===== src/rtl/la_sample_conditioner.sv =====
// Probe front-end for the capture core: synchronize, glitch-filter and decimate
// raw probe inputs, and align the asynchronous external trigger to a sample strobe.
module la_sample_conditioner #(
  parameter int unsigned CAPTURE_WIDTH = 32,
  parameter int unsigned SYNC_STAGES   = 2,
  parameter int unsigned FILTER_BITS   = 4
) (
  input  logic                     cap_clk,
  input  logic                     rst,
  input  logic [CAPTURE_WIDTH-1:0] raw_data,
  input  logic                     raw_ext_trigger,
  input  logic [31:0]              clk_div,
  input  logic [FILTER_BITS-1:0]   filter_len,
  input  logic                     ext_trig_polarity,
  input  logic                     set_strobe,
  input  logic                     enable,
  output logic [CAPTURE_WIDTH-1:0] sample_data,
  output logic                     sample_valid,
  output logic                     ext_trigger_pulse,
  output logic [31:0]              sample_count
);

  typedef enum logic [1:0] {
    S_IDLE,
    S_ARM,
    S_RUN
  } state_t;

  localparam logic [1:0] ARM_LAST = 2'(SYNC_STAGES - 1);

  state_t                   r_state;
  state_t                   w_state_nxt;
  logic                     w_tick;

  logic [CAPTURE_WIDTH-1:0] r_sync_data [SYNC_STAGES];
  logic [SYNC_STAGES-1:0]   r_sync_trig;
  logic [CAPTURE_WIDTH-1:0] w_sync;
  logic                     w_trig;

  logic [31:0]              r_div_sh;
  logic [FILTER_BITS-1:0]   r_flen_sh;
  logic                     r_pol_sh;

  logic [1:0]               r_arm_cnt;
  logic [31:0]              r_div_cnt;
  logic [FILTER_BITS-1:0]   r_stab;
  logic [FILTER_BITS-1:0]   w_stab;
  logic [CAPTURE_WIDTH-1:0] r_sync_prev;
  logic [CAPTURE_WIDTH-1:0] r_filt;
  logic [CAPTURE_WIDTH-1:0] w_filt;
  logic                     w_changed;

  logic                     r_trig_prev;
  logic                     w_edge;
  logic                     r_pending;

  logic [CAPTURE_WIDTH-1:0] r_sample_data;
  logic                     r_valid;
  logic                     r_pulse;
  logic [31:0]              r_sample_count;

  // Synchronizer chains run in every non-reset cycle, including set_strobe cycles.
  always_ff @(posedge cap_clk) begin
    if (rst) begin
      for (int unsigned i = 0; i < SYNC_STAGES; i++) r_sync_data[i] <= '0;
      r_sync_trig <= '0;
    end else begin
      r_sync_data[0] <= raw_data;
      for (int unsigned i = 1; i < SYNC_STAGES; i++) r_sync_data[i] <= r_sync_data[i-1];
      r_sync_trig <= {r_sync_trig[SYNC_STAGES-2:0], raw_ext_trigger};
    end
  end

  assign w_sync = r_sync_data[SYNC_STAGES-1];
  assign w_trig = r_sync_trig[SYNC_STAGES-1];

  always_ff @(posedge cap_clk) begin
    if (rst) begin
      r_div_sh  <= '0;
      r_flen_sh <= '0;
      r_pol_sh  <= 1'b0;
    end else if (set_strobe) begin
      r_div_sh  <= clk_div;
      r_flen_sh <= filter_len;
      r_pol_sh  <= ext_trig_polarity;
    end
  end

  always_ff @(posedge cap_clk) begin
    if (rst || set_strobe) r_state <= S_IDLE;
    else                   r_state <= w_state_nxt;
  end

  always_comb begin
    w_state_nxt = r_state;
    w_tick      = 1'b0;
    case (r_state)
      S_IDLE: if (enable) w_state_nxt = S_ARM;
      S_ARM: begin
        if (!enable)                    w_state_nxt = S_IDLE;
        else if (r_arm_cnt == ARM_LAST) w_state_nxt = S_RUN;
      end
      S_RUN: begin
        w_tick = (r_div_cnt == r_div_sh);
        if (!enable) w_state_nxt = S_IDLE;
      end
      default: w_state_nxt = S_IDLE;
    endcase
  end

  // The stability count is evaluated combinationally so a word stable for
  // filter_len cycles is usable in the very cycle it qualifies.
  assign w_changed = (w_sync != r_sync_prev);

  always_comb begin
    w_stab = r_stab;
    if (w_changed)          w_stab = '0;
    else if (r_stab != '1)  w_stab = r_stab + 1'b1;
    w_filt = r_filt;
    if (r_flen_sh == '0 || w_stab == r_flen_sh - 1'b1) w_filt = w_sync;
  end

  assign w_edge = (w_trig ^ r_pol_sh) & ~(r_trig_prev ^ r_pol_sh);

  always_ff @(posedge cap_clk) begin
    if (rst || set_strobe) begin
      r_arm_cnt      <= '0;
      r_div_cnt      <= '0;
      r_stab         <= '0;
      r_pending      <= 1'b0;
      r_valid        <= 1'b0;
      r_pulse        <= 1'b0;
      r_sample_count <= '0;
    end else begin
      r_arm_cnt <= (r_state == S_ARM) ? r_arm_cnt + 2'd1 : '0;
      r_div_cnt <= (r_state != S_RUN || w_tick) ? '0 : r_div_cnt + 32'd1;
      r_stab    <= w_stab;
      r_valid   <= w_tick;
      r_pulse   <= w_tick & (r_pending | w_edge);
      if (r_state != S_RUN || w_tick) r_pending <= 1'b0;
      else if (w_edge)                r_pending <= 1'b1;
      if (w_tick && r_sample_count != '1) r_sample_count <= r_sample_count + 32'd1;
    end
  end

  always_ff @(posedge cap_clk) begin
    if (rst) begin
      r_sync_prev   <= '0;
      r_trig_prev   <= 1'b0;
      r_filt        <= '0;
      r_sample_data <= '0;
    end else begin
      r_sync_prev <= w_sync;
      r_trig_prev <= w_trig;
      if (!set_strobe) begin
        r_filt <= (r_state == S_ARM) ? w_sync : w_filt;
        if (w_tick) r_sample_data <= w_filt;
      end
    end
  end

  // Strobes drop in the same cycle reset is raised, not one edge later.
  assign sample_data       = r_sample_data;
  assign sample_valid      = r_valid & ~rst;
  assign ext_trigger_pulse = r_pulse & ~rst;
  assign sample_count      = r_sample_count;

endmodule


===== config.mk =====
export PLATFORM = sky130hd
export DESIGN_NAME = la_sample_conditioner
export DESIGN_NICKNAME = d
export VERILOG_FILES = /design/src/rtl/la_sample_conditioner.sv
export SDC_FILE = /design/constraint.sdc
export NUM_CORES = 1
export LEC_CHECK = 0
export CORE_MARGIN = 2
export CORE_UTILIZATION = 50
export CTS_CLUSTER_DIAMETER = 100
export CTS_CLUSTER_SIZE = 25
export DETAILED_ROUTE_END_ITERATION = 6
export DONT_BUFFER_PORTS = 1
export PLACE_DENSITY = 0.68
export SLEW_MARGIN = 20
export SYNTH_ARGS = -nofsm -noshare
export SYNTH_HDL_FRONTEND = slang
export SYNTH_SLANG_ARGS = --single-unit

===== constraint.sdc =====
create_clock -name cap_clk -period 2.7 [get_ports cap_clk]
set_clock_uncertainty 0.2 [all_clocks]
set_input_delay 0.405 -clock cap_clk [delete_from_list [all_inputs] [get_ports cap_clk]]
set_output_delay 0.405 -clock cap_clk [all_outputs]
set_load 0.01 [all_outputs]

==> impl_metrics.tcl <==
set metrics [dict create \
    status "complete, no violations" \
    clk_latency_ps 490 \
    synth_top_cell_by_area "dfxtp_1" \
    cts.clk_slew.worst_paths_ps 100 \
    drt_iter0_drc 355 \
    area_growth_syn_to_layout_pct 18.75 \
    met1_usage_pct 27.87 \
    clock_tree.buffer_depth 3 \
    drc 0 \
    slew_headroom_pct 25.83 \
    cp.required_ps 2880 \
    grt_pass1_wl_um 37740 \
    layout-drive-gt1-share_pct 9.579 \
    maxSlewViolCount 0 \
    fin_crit_sh_pct 97.99 \
    top_usage_layer "met2" \
    cp_data_arrival_time_ps 2830 \
    vias_per_cell 5.170 \
    track_usage_pct 20.55 \
    start_util_pct 51.27 \
    regToRegSetupSlack_ps 50 \
    p_leak_nw 4.798 \
    yosys_warnings 0 \
    syn_avg_cell_area_sq_um 9.772 \
    max-vdd-ir-drop_uv 553.5 \
    antenna_found_initial 0 \
    fin_area_sq_mm 0.01288 \
    yosysUniqueCellTypes 43 \
    hold_ws_ps 40.72 \
    synthCells 1110 \
    routedWlPerCell_um 16.08 \
    core_area_sq_mm 0.02115 \
    finalHoldViolCount 0 \
    dpl.cell_count 1366 \
    ioPinCount 140 \
    worst_slew_pin_slew_ps 1109 \
    antennaDiodeCount 0 \
    dp_hpwl_um 14830 \
    syn_area_sq_mm 0.01085 \
    grt_max_degree 116 \
    overflow 0 \
    grt_pass1_vias 7332 \
    first_pass_iters 4 \
    fp-row-count 53 \
    fin_cells 1486 \
    cts_tree "done" \
    cts.sinks 275 \
    ant_nets 0 \
    setup_viol 0 \
    max_cap_violations 0 \
    gp_congestion 0.8130 \
    die_y_um 151.3 \
    die_x_um 151.3 \
    p_per_area_mw_per_mm2 547.6 \
    final_nets 1291 \
    synth_top_cell_area_share_pct 50.76 \
    grt_util_met3_pct 4.578 \
    crit_fanout 11 \
    met2_usage_pct 33.85 \
    hold_path_class "in2reg" \
    dieArea_sq_mm 0.02289 \
    period_needed_ps 2646 \
    cts_max_level 1 \
    crit_type "reg2reg" \
    setup.worst_path.start_class "flop" \
    portBuffers 0 \
    fill_cells 1781 \
    routed_wl_um 23900 \
    place_area_sq_mm 0.01130 \
    endpoint_kind "flop" \
    synthTopCellsByArea "dfxtp_1 51%, nor2b_1 7.8%, xnor2_1 7.8%" \
    multi_input_area_sq_mm 0.005146 \
    synth_seq_cells 275 \
    synth_nets 1189 \
    numCtsBuffers 14 \
    seq_area_sq_mm 0.005512 \
    fmax_mhz 378.0 \
    synth_seq_area_share_pct 50.76 \
    cts-root-buf "clkbuf_16" \
    vias 7683 \
]
-- placed cells by master, fill, tap and decap left out, types with 32 or more instances in the layout --
master and n:
dfxtp_1 270, nor2_1 150, nor2b_1 136, dlygate4sd3_1 102, nand2_1 95, xnor2_1 91
mux2i_1 41, nand3_1 32, buf_4 32
-- cell type report --
class                   count  share of cell area (%)
inverters                   9                  0.2623
repair buffers            144                   11.40
flip-flops and latches    275                   42.79
multi-input cells         768                   39.96
clock buffers              15                   2.914
well taps                 275                   2.671
-- registers in the layout, indices dropped and copies added (netlist names), 2 cells and up --
signal        cells
r_filt           32
sample_count     32
r_state           2
r_sync_data      64
r_sync_trig       2
r_sync_prev      32
sample_data      32
r_div_sh         32
r_div_cnt        32
r_stab            4
r_flen_sh         4
r_arm_cnt         2
-- worst max-delay path, stage by stage, from the launching register on --
cell and delay (ps):
dfxtp_2 360, xnor2_2 200, nand4_1 180, nor4_2 300
buf_4 180, o211a_1 200, a211oi_4 90, a21oi_4 270
clkbuf_16 250, mux2_4 310
-- synthesized netlist by cell type (all sizes together) --
| cell type | number |
|---|---|
| dfxtp | 275 |
| nor2 | 152 |
| nor2b | 136 |
| xnor2 | 97 |
| nand2 | 95 |
| mux2i | 41 |
| clkbuf | 40 |
| mux2 | 32 |
| nand3 | 32 |
| a311oi | 31 |
| nand4 | 31 |
| xor2 | 25 |
| nor3 | 20 |
| buf | 18 |
| and3 | 13 |
| inv | 9 |
| nor4 | 9 |
| a21oi | 6 |
| a31oi | 6 |
| a41o | 5 |
| ha | 5 |
| and4 | 4 |
| a211oi | 3 |
| and2 | 3 |
| nand2b | 3 |
| nor4b | 3 |
| o21ai | 3 |
| a31o | 2 |
| nor3b | 2 |
| o211a | 2 |
| or2 | 2 |
| a211o | 1 |
| a21o | 1 |
| nand3b | 1 |
| o211ai | 1 |
| or3 | 1 |
-- per-layer routing --
layer  vias up  share of wire [%]
li1       3905                  -
met1      3608                 47
met2       148                 46
met3        22                5.9
met4         0                1.4
met5         -                  0
-- cell families after synthesis --
family,share of synthesized area (%)
AO/OA/AOI/OAI,4.649
XOR/XNOR,9.851
adder cells (fa/ha/maj),0.5768
buffers and inverters,2.676
flip-flops,50.76
multiplexers,8.144
AND/OR/NAND/NOR,23.35
-- stage by stage --
step | power, mW | util [%] | TNS, ps | setup slack [ps]
floorplan | 4.662 | - | 0 | 118.5
global placement | 4.712 | 53.44 | -40.08 | -27.06
detailed placement | 4.720 | 53.44 | -2967 | -143.3
CTS | 7.112 | 60.42 | 0 | 7.998
global route | 7.325 | 60.89 | -22.78 | -5.854
finish | 7.053 | 60.89 | 0 | 54.35
-- timing repair --
item,4_1_cts,5_1_grt
gates resized for setup,6,17
pin swaps,0,5
hold buffers,104,0
gates cloned,0,1
endpoints found under the setup margin,63,65
endpoints found under the hold margin,181,0
buffers inserted,0,0
-- path summary, 6_finish.rpt --
check	start	end	cells past startpoint
max	r_sync_data[0][34]$_SDFF_PP0_	r_filt[26]$_SDFFE_PP0N_	9
min	rst	r_filt[4]$_SDFFE_PP0N_	2
max reg2reg	r_sync_data[0][34]$_SDFF_PP0_	r_filt[26]$_SDFFE_PP0N_	9
min reg2reg	r_sync_data[0][25]$_SDFF_PP0_	r_sync_data[0][57]$_SDFF_PP0_	1
-- where the power goes --
| part | total [mW] | internal, mW | switching, mW |
|---|---|---|---|
| Clock | 2.23 | 0.998 | 1.23 |
| Combinational | 0.595 | 0.315 | 0.280 |
| Sequential | 4.23 | 4.16 | 0.0665 |
Power figures use the tool's default switching activity.
